**src/rtl/laser_coverage_check_if.sv**
```systemverilog
// Bus bundle for laser_coverage_check: point stream, candidate centres,
// DONE strobe in; busy flag, coverage counts and valid pulse out.
interface laser_coverage_check_if;
  logic [3:0] i_x;
  logic [3:0] i_y;
  logic [3:0] i_c1x;
  logic [3:0] i_c1y;
  logic [3:0] i_c2x;
  logic [3:0] i_c2y;
  logic       i_done;
  logic       o_busy;
  logic [5:0] o_c1_cnt;
  logic [5:0] o_c2_cnt;
  logic [5:0] o_score;
  logic       o_score_valid;

  modport master (
    output i_x, i_y, i_c1x, i_c1y, i_c2x, i_c2y, i_done,
    input  o_busy, o_c1_cnt, o_c2_cnt, o_score, o_score_valid
  );

  modport slave (
    input  i_x, i_y, i_c1x, i_c1y, i_c2x, i_c2y, i_done,
    output o_busy, o_c1_cnt, o_c2_cnt, o_score, o_score_valid
  );
endinterface

```
**src/rtl/laser_coverage_check.sv**
```systemverilog
// Coverage scoreboard for the laser-treatment centre search.
// Captures the post-reset point stream, then on each accepted DONE scores
// the two reported centres against the stored points, one point per cycle.
//
//   state  | meaning
//   LOAD   | capturing N_PTS points after reset, DONE ignored
//   IDLE   | points held, waiting for DONE to latch centres
//   SCAN   | evaluating one stored point per edge against latched centres
//   REPORT | counts just published, SCORE_VALID high for this cycle
module laser_coverage_check #(
  parameter int N_PTS     = 40,
  parameter int RADIUS_SQ = 16
) (
  input logic                  i_clk,
  input logic                  i_rst,
  laser_coverage_check_if.slave bus
);

  typedef enum logic [1:0] {S_LOAD, S_IDLE, S_SCAN, S_REPORT} state_t;

  localparam logic [5:0] LAST_IDX = 6'(N_PTS - 1);
  localparam logic [8:0] RSQ      = 9'(RADIUS_SQ);

  state_t     r_state;
  state_t     w_next;

  logic [3:0] r_px [N_PTS];
  logic [3:0] r_py [N_PTS];
  logic [5:0] r_idx;
  logic [3:0] r_c1x, r_c1y, r_c2x, r_c2y;
  logic [5:0] r_acc1, r_acc2, r_accu;
  logic [5:0] r_c1_cnt, r_c2_cnt, r_score;

  logic       w_last;
  logic [3:0] w_px, w_py;
  logic [8:0] w_d1sq, w_d2sq;
  logic       w_in1, w_in2, w_inu;

  // Full-precision squared distance; max 15^2 + 15^2 = 450 fits in 9 bits.
  function automatic logic [8:0] dist_sq(input logic [3:0] px, input logic [3:0] py,
                                         input logic [3:0] cx, input logic [3:0] cy);
    logic [3:0] dx, dy;
    logic [7:0] sx, sy;
    dx = (px >= cx) ? (px - cx) : (cx - px);
    dy = (py >= cy) ? (py - cy) : (cy - py);
    sx = {4'd0, dx} * {4'd0, dx};
    sy = {4'd0, dy} * {4'd0, dy};
    return {1'b0, sx} + {1'b0, sy};
  endfunction

  assign w_last = (r_idx == LAST_IDX);
  assign w_px   = r_px[r_idx];
  assign w_py   = r_py[r_idx];
  assign w_d1sq = dist_sq(w_px, w_py, r_c1x, r_c1y);
  assign w_d2sq = dist_sq(w_px, w_py, r_c2x, r_c2y);
  assign w_in1  = (w_d1sq <= RSQ);
  assign w_in2  = (w_d2sq <= RSQ);
  assign w_inu  = w_in1 | w_in2;

  // State register
  always_ff @(posedge i_clk) begin
    if (i_rst) r_state <= S_LOAD;
    else       r_state <= w_next;
  end

  // Next-state decode; DONE only matters in IDLE
  always_comb begin
    w_next = r_state;
    case (r_state)
      S_LOAD:   if (w_last) w_next = S_IDLE;
      S_IDLE:   if (bus.i_done) w_next = S_SCAN;
      S_SCAN:   if (w_last) w_next = S_REPORT;
      S_REPORT: w_next = S_IDLE;
      default:  w_next = S_LOAD;
    endcase
  end

  // Outputs decoded from the registered state, counts from their holding registers
  always_comb begin
    bus.o_busy        = (r_state == S_LOAD) || (r_state == S_SCAN);
    bus.o_score_valid = (r_state == S_REPORT);
    bus.o_c1_cnt      = r_c1_cnt;
    bus.o_c2_cnt      = r_c2_cnt;
    bus.o_score       = r_score;
  end

  // Point storage; contents are don't-care until reloaded, so no reset
  always_ff @(posedge i_clk) begin
    if (r_state == S_LOAD) begin
      r_px[r_idx] <= bus.i_x;
      r_py[r_idx] <= bus.i_y;
    end
  end

  // Index, centre latch, accumulators and published counts
  always_ff @(posedge i_clk) begin
    if (i_rst) begin
      r_idx    <= '0;
      r_c1x    <= '0;
      r_c1y    <= '0;
      r_c2x    <= '0;
      r_c2y    <= '0;
      r_acc1   <= '0;
      r_acc2   <= '0;
      r_accu   <= '0;
      r_c1_cnt <= '0;
      r_c2_cnt <= '0;
      r_score  <= '0;
    end else begin
      case (r_state)
        S_LOAD: r_idx <= w_last ? 6'd0 : r_idx + 6'd1;
        S_IDLE: begin
          if (bus.i_done) begin
            r_c1x  <= bus.i_c1x;
            r_c1y  <= bus.i_c1y;
            r_c2x  <= bus.i_c2x;
            r_c2y  <= bus.i_c2y;
            r_acc1 <= '0;
            r_acc2 <= '0;
            r_accu <= '0;
            r_idx  <= '0;
          end
        end
        S_SCAN: begin
          r_acc1 <= r_acc1 + {5'd0, w_in1};
          r_acc2 <= r_acc2 + {5'd0, w_in2};
          r_accu <= r_accu + {5'd0, w_inu};
          r_idx  <= w_last ? 6'd0 : r_idx + 6'd1;
          // Publish including the final point so outputs change exactly on REPORT entry
          if (w_last) begin
            r_c1_cnt <= r_acc1 + {5'd0, w_in1};
            r_c2_cnt <= r_acc2 + {5'd0, w_in2};
            r_score  <= r_accu + {5'd0, w_inu};
          end
        end
        default: ;
      endcase
    end
  end

endmodule

```
**src/flat_wrapper.sv**
```systemverilog
// flat-port wrapper written by rule: the top's interface ports become plain ports
module laser_coverage_check_flat 
#(
  parameter int N_PTS     = 40,
  parameter int RADIUS_SQ = 16
)
  (i_clk, i_rst, bus_i_x, bus_i_y, bus_i_c1x, bus_i_c1y, bus_i_c2x, bus_i_c2y, bus_i_done, bus_o_busy, bus_o_c1_cnt, bus_o_c2_cnt, bus_o_score, bus_o_score_valid);
  laser_coverage_check_if bus_i ();
  input logic i_clk;
  input logic i_rst;
  input wire logic [$bits(bus_i.i_x)-1:0] bus_i_x;
  input wire logic [$bits(bus_i.i_y)-1:0] bus_i_y;
  input wire logic [$bits(bus_i.i_c1x)-1:0] bus_i_c1x;
  input wire logic [$bits(bus_i.i_c1y)-1:0] bus_i_c1y;
  input wire logic [$bits(bus_i.i_c2x)-1:0] bus_i_c2x;
  input wire logic [$bits(bus_i.i_c2y)-1:0] bus_i_c2y;
  input wire logic [$bits(bus_i.i_done)-1:0] bus_i_done;
  output wire logic [$bits(bus_i.o_busy)-1:0] bus_o_busy;
  output wire logic [$bits(bus_i.o_c1_cnt)-1:0] bus_o_c1_cnt;
  output wire logic [$bits(bus_i.o_c2_cnt)-1:0] bus_o_c2_cnt;
  output wire logic [$bits(bus_i.o_score)-1:0] bus_o_score;
  output wire logic [$bits(bus_i.o_score_valid)-1:0] bus_o_score_valid;
  assign bus_i.i_x = bus_i_x;
  assign bus_i.i_y = bus_i_y;
  assign bus_i.i_c1x = bus_i_c1x;
  assign bus_i.i_c1y = bus_i_c1y;
  assign bus_i.i_c2x = bus_i_c2x;
  assign bus_i.i_c2y = bus_i_c2y;
  assign bus_i.i_done = bus_i_done;
  assign bus_o_busy = bus_i.o_busy;
  assign bus_o_c1_cnt = bus_i.o_c1_cnt;
  assign bus_o_c2_cnt = bus_i.o_c2_cnt;
  assign bus_o_score = bus_i.o_score;
  assign bus_o_score_valid = bus_i.o_score_valid;
  laser_coverage_check #(.N_PTS(N_PTS), .RADIUS_SQ(RADIUS_SQ)) u_core (.i_clk(i_clk), .i_rst(i_rst), .bus(bus_i));
endmodule
```
**config.mk**
```make
export PLATFORM = sky130hd
export DESIGN_NAME = laser_coverage_check_flat
export DESIGN_NICKNAME = d
export VERILOG_FILES = /design/src/rtl/laser_coverage_check_if.sv /design/src/rtl/laser_coverage_check.sv /design/src/flat_wrapper.sv
export SDC_FILE = /design/constraint.sdc
export NUM_CORES = 1
export LEC_CHECK = 0
export BUFFER_PORTS_ARGS = -buffer_cell sky130_fd_sc_hd__buf_4
export CAP_MARGIN = 15
export CORE_UTILIZATION = 50
export DETAILED_ROUTE_END_ITERATION = 6
export PLACE_DENSITY = 0.66
export SYNTH_ARGS = -nofsm -noshare
export SYNTH_HDL_FRONTEND = slang
export SYNTH_SLANG_ARGS = --single-unit
```
**constraint.sdc**
```tcl
create_clock -name i_clk -period 14.8 [get_ports i_clk]
set_input_delay 4.44 -clock i_clk [delete_from_list [all_inputs] [get_ports i_clk]]
set_output_delay 4.44 -clock i_clk [all_outputs]
set_load 0.02 [all_outputs]
```
==> results of run 1 <==
-- how the worst max path moves through the flow --
stage / slack (ps) / end
after global placement: 5210 / u_core.r_accu[4]
after CTS: 4960 / u_core.r_accu[4]
after floorplan: 7100 / u_core.r_accu[4]
after global routing: 4330 / u_core.r_acc2[4]
after detailed placement: 5000 / u_core.r_accu[4]
final: 5020 / u_core.r_accu[4]
-- area by class of cell --
cell class	instances	area, µm²
Inverter	82	307.8
Fill cell	2884	15150
Sequential cell	386	10930
Clock buffer	56	1092
Clock inverter	12	145.1
Multi-Input combinational cell	784	6286
Tap cell	455	569.3
Timing Repair Buffer	53	397.9
-- flip-flops by register name, indices dropped and copies added, names as in the netlist, named ones only --
name	flops
u_core.bus.o_c1_cnt	6
u_core.bus.o_score	6
u_core.r_acc1	6
u_core.r_idx	6
u_core.r_c1y	4
u_core.r_state	2
u_core.r_c2x	4
u_core.r_c1x	4
u_core.bus.o_c2_cnt	6
u_core.r_c2y	4
u_core.r_px	160
u_core.r_py	160
u_core.r_acc2	6
u_core.r_accu	6
-- worst max-delay path: cells and delay by family, from the launching register on --
kind	cells	cell delay, ps
fa+ha+maj	9	3520
compound gates	8	1710
buf+inv	4	1280
simple gates	8	1240
mux	2	800
flops	1	750
xor+xnor	2	340
-- kinds of logic (layout without fill, tap and decap cells) --
kind of cell             after synthesis  count (layout)  synth area share
XOR/XNOR                              22              22           0.01077
adder cells (fa/ha/maj)              104             104           0.08534
buffers and inverters                143             203           0.03791
AND/OR/NAND/NOR                      265             265           0.06764
AO/OA/AOI/OAI                        226             226           0.08142
multiplexers                         167             167            0.1058
flip-flops                           386             386            0.6111
-- cell usage after synthesis (all sizes together), types with 2 or more instances --
cell	count	share of area
nor2	109	0.023
mux2i	143	0.080
xor2	13	0.0064
and2	10	0.0035
edfxtp	320	0.54
nor3b	2	0.00084
a221oi	4	0.0027
mux4	16	0.021
dfxtp	66	0.074
o41ai	2	0.0018
a21o	9	0.0038
clkbuf	28	0.0059
xnor2	9	0.0044
buf	33	0.015
or2	6	0.0021
nor2b	22	0.0077
mux2	8	0.0050
a22oi	64	0.027
nor3	6	0.0017
a2111oi	2	0.00098
nor4	8	0.0028
nand3	14	0.0039
a211oi	14	0.0059
fa	30	0.034
o21ai	24	0.0067
ha	74	0.052
o21bai	6	0.0025
nand2b	9	0.0031
inv	82	0.017
a311oi	2	0.00098
nand2	68	0.014
o22ai	2	0.00070
o21a	2	0.00084
nand3b	4	0.0017
a21oi	90	0.025
or4b	2	0.0011
or4	2	0.00084
a22o	4	0.0020
-- routing by layer --
layer | routed length, µm | track usage | share of wire | vias to the layer above
met1 | 17340 | 0.3074 | 0.45 | 5280
li1 | - | - | - | 4907
met3 | 2063 | 0.02956 | 0.054 | 55
met4 | 629 | 0.04823 | 0.016 | 0
met2 | 18330 | 0.3457 | 0.48 | 307
met5 | 0 | 0 | 0 | -
-- metrics by stage --
| stage | hold slack, ps | setup slack, ps | area [µm²] |
|---|---|---|---|
| 6_report | 453.2 | 5021 | 19730 |
| 5_1_grt | 483.9 | 4334 | 19730 |
| 4_1_cts | 455.8 | 4962 | 19730 |
| 3_5_place_dp | 447.9 | 4998 | 18500 |
| 3_3_place_gp | 446.5 | 5213 | 18500 |
| 2_1_floorplan | 436.3 | 7097 | 17890 |
==> impl_metrics.ini, run 1 <==
[status]
run_status = complete, no violations

[setup_path]
critical_path_class = register to register
worst-endpoint-required_ps = 15200
critical_path_at_ps = 10180
critical_path.reg2reg.endpoint = u_core.r_accu[4]
ff2ff_path_depth = 33
timing.critical_path.from_type = register
regToRegSetupSlack_ps = 5020
cp-end-kind = register
critical-path-top-cell-by-count = fa_1
worstPathMaxFanout = 58
worst_path_largest_cell_delay_ps = 900
highest_delay_cell_along_the_critical_path = buf_4

[hold_path]
min_path_cells = 2
holdCritPathClass = register to register
timing.hold.worst.start = u_core.r_c2y[3]
terminating_pin_of_the_worst_hold_path = u_core.r_c2y[3]

[die]
rows = 68
floorplan.core_area_mm2 = 0.03488
initial_utilization = 0.5128
dieWidth_um = 191.1
ioPinCount = 47
floorplan.die.height_um = 191.1
die_area_mm2 = 0.03653

[job]
drv.max_cap_violation_count = 0

[finish]
number_of_diodes = 0
most_common_cell_after_layout_fill_and_taps_aside = edfxtp_1
post_route_non_filler_standard_cell_count = 1828
post_route_cells_drive_above_1_share = 0.1005
area_delta_synth_final_pct = 10.32
final_nets = 1478
final_cell_mix = edfxtp_1, mux2i_1, nor2_1, a21oi_1, inv_1
utilization = 0.5657

[timing]
slew_violations = 0
setup_total_negative_slack_ps = 0
worst_pin_slew_ps = 1025
timing.fmax_mhz = 102.3
finalCriticalPeriod_ps = 9779
maxSlewHeadroom = 0.3168
finalSetupViolations = 0
hold_violations = 0
fin_crit_sh = 0.6607
finClkSkew_ps = 20.70
setup_repair_after_global_routing_missed_its_margin = false

[yosys]
synth-async-reset-ratio = 0
ys.flop_type = edfxtp_1
synth_warnings = 0
synth_cell_types = 53
synth-seq-area-share = 0.6111
mappedNetlistArea_mm2 = 0.01789
postSynthNetCount = 1444
post_synth.cell_area_avg_um2 = 13.62
synth-edff-count = 320
post_synth_inst_count = 1313
ys_seq_elements = 386

[clock_network]
clkTransAtPathRegs_ps = 60
ctsHoldBuffers = 0
post_cts_buffers = 0
numClockSinks = 386
clk_latency_ps = 540
post_cts.resized_instances = 0
cts_root_buf = clkbuf_16
clk_path_buf_depth = 3
total_cts_buffers = 40
cts_tree = done
ctsHtreeMaxLevel = 2

[route]
drt_pass_1_iters = 5
detail_route.wl_per_cell_um = 20.99
detail_route.drc_violations = 0
route.antenna.remaining_nets = 0
wl_um = 38370
drtIter0Drc = 672
vias_per_instance = 5.771
total_number_of_vias = 10550

[grt]
gr-usage-all-layers = 0.2139
grt_max_degree = 61
globalRouteOverflowTotal = 0
first_global_vias = 10360
initial_antenna_violation_count = 0
first_pass_grt_wire_length_um = 59050

[placement]
place_inst = 1760
place.detailed.hpwl_um = 24440
io_buffer_count = 46
finalWeightedCongestion = 0.8295
Power of run 1 is left out: the tool's default activity adds up to more than one toggle a clock period on the data nets, which glitch-free logic cannot reach.
==> inputs of run 2 (changes only) <==
Settings changed: PLACE_DENSITY 0.66 to 0.69.
Clock period 14.8 ns to 8.9 ns, I/O delays scaled along.
==> impl_metrics.ini, run 2 (synthesized netlist as in run 1, its figures left out) <==
[finish]
area_delta_synth_final_pct = 12.59
top_regs = u_core.r_px: 160 flops, u_core.r_py: 160 flops
fillers = 2755
post_route_non_filler_standard_cell_count = 1862
final_design_area_no_fill_mm2 = 0.02014
seq_area_mm2 = 0.01093
multi_input_comb_area_mm2 = 0.006347
number_of_diodes = 0
post_route_cells_drive_above_1_share = 0.1286
most_common_cell_after_layout_fill_and_taps_aside = edfxtp_1
final_nets = 1509
final_cell_mix = edfxtp_1, mux2i_1, nor2_1, a21oi_1, inv_1

[clock_network]
cts_tree = done
clk_path_buf_depth = 3
ctsHtreeMaxLevel = 2
total_cts_buffers = 40
clkTransAtPathRegs_ps = 60
numClockSinks = 386
cts_root_buf = clkbuf_16
ctsHoldBuffers = 0
clk_latency_ps = 550

[grt]
first_global_vias = 10340
globalRouteOverflowTotal = 0
first_pass_grt_wire_length_um = 59520
grt_max_degree = 61
gr-usage-all-layers = 0.2160
initial_antenna_violation_count = 0

[job]
drv.max_cap_violation_count = 0

[timing]
slew_violations = 0
finalCriticalPeriod_ps = 8431
hold_violations = 0
finalSetupViolations = 0
timing.fmax_mhz = 118.6
fin_crit_sh = 0.9473
worst_pin_slew_ps = 1039
maxSlewHeadroom = 0.3074
finClkSkew_ps = 29.78

[route]
vias_per_instance = 5.702
drt_pass_1_iters = 5
detail_route.wl_per_cell_um = 20.88
total_number_of_vias = 10620
route.antenna.remaining_nets = 0
drtIter0Drc = 988
detail_route.drc_violations = 0
wl_um = 38880

[hold_path]
holdCritPathClass = register to register

[setup_path]
critical_path_at_ps = 8840
critical_path_class = register to register
worst-endpoint-required_ps = 9310
worst_path_largest_cell_delay_ps = 560
critical-path-top-cell-by-count = fa_1
worstPathMaxFanout = 26
cp-end-kind = register
highest_delay_cell_along_the_critical_path = fa_1
timing.critical_path.from_type = register

[placement]
place.detailed.hpwl_um = 25110
io_buffer_count = 46
finalWeightedCongestion = 0.8103
place_inst = 1779
dpl-instance-area_mm2 = 0.01868

[die]
ioPinCount = 47
floorplan.die.height_um = 191.1
dieWidth_um = 191.1
rows = 68
die_area_mm2 = 0.03653
initial_utilization = 0.5128
floorplan.core_area_mm2 = 0.03488

[status]
run_status = complete, no violations
[run 2: final timing paths]
check | to | cells past startpoint | start | slack [ps]
max | u_core.r_accu[4] | 36 | register | 470
min | u_core.r_c1y[3] | 2 | u_core.r_c1y[3] | 460
max reg2reg | u_core.r_accu[4] | 36 | register | 470
min reg2reg | u_core.r_c1y[3] | 2 | u_core.r_c1y[3] | 460
[run 2: critical path: cells and delay by family, from the launching register on]
family	cells	cell delay, ps
compound gates	7	1000
xor+xnor	1	190
fa+ha+maj	10	3670
buf+inv	7	960
flops	1	370
mux	2	550
simple gates	9	1520
[run 2: per-layer routing]
layer	up-vias	global-route usage	share of wire
met5	-	0	0
met4	0	0.06654	0.025
met3	63	0.03543	0.059
met2	324	0.3424	0.47
met1	5274	0.3056	0.45
li1	4956	-	-
[run 2: repair_timing]
item	CTS	global route
resized for setup	0	15
endpoints found under the setup margin	0	25
buffers inserted	0	12
hold endpoints to repair	0	0
[run 2: metrics by stage]
step                      setup TNS [ps]  hold slack (ps)    util  setup slack (ps)
after floorplan                        0            436.3       -              1197
after global placement                 0            446.4  0.5354             373.5
after detailed placement               0            452.6  0.5354             184.7
after CTS                              0            463.8  0.5721             130.4
after global routing              -5.993            475.4  0.5773            -5.993
final                                  0            457.3  0.5773             469.1
[run 2: cell type report]
| type | count | area share |
|---|---|---|
| flip-flops and latches | 386 | 0.5429 |
| multi-input cells | 784 | 0.3152 |
| clock inverters | 19 | 0.009008 |
| repair buffers | 84 | 0.03479 |
| inverters | 82 | 0.01528 |
| clock buffers | 52 | 0.05455 |
| well taps | 455 | 0.02827 |
Power of run 2 is left out for the same reason.
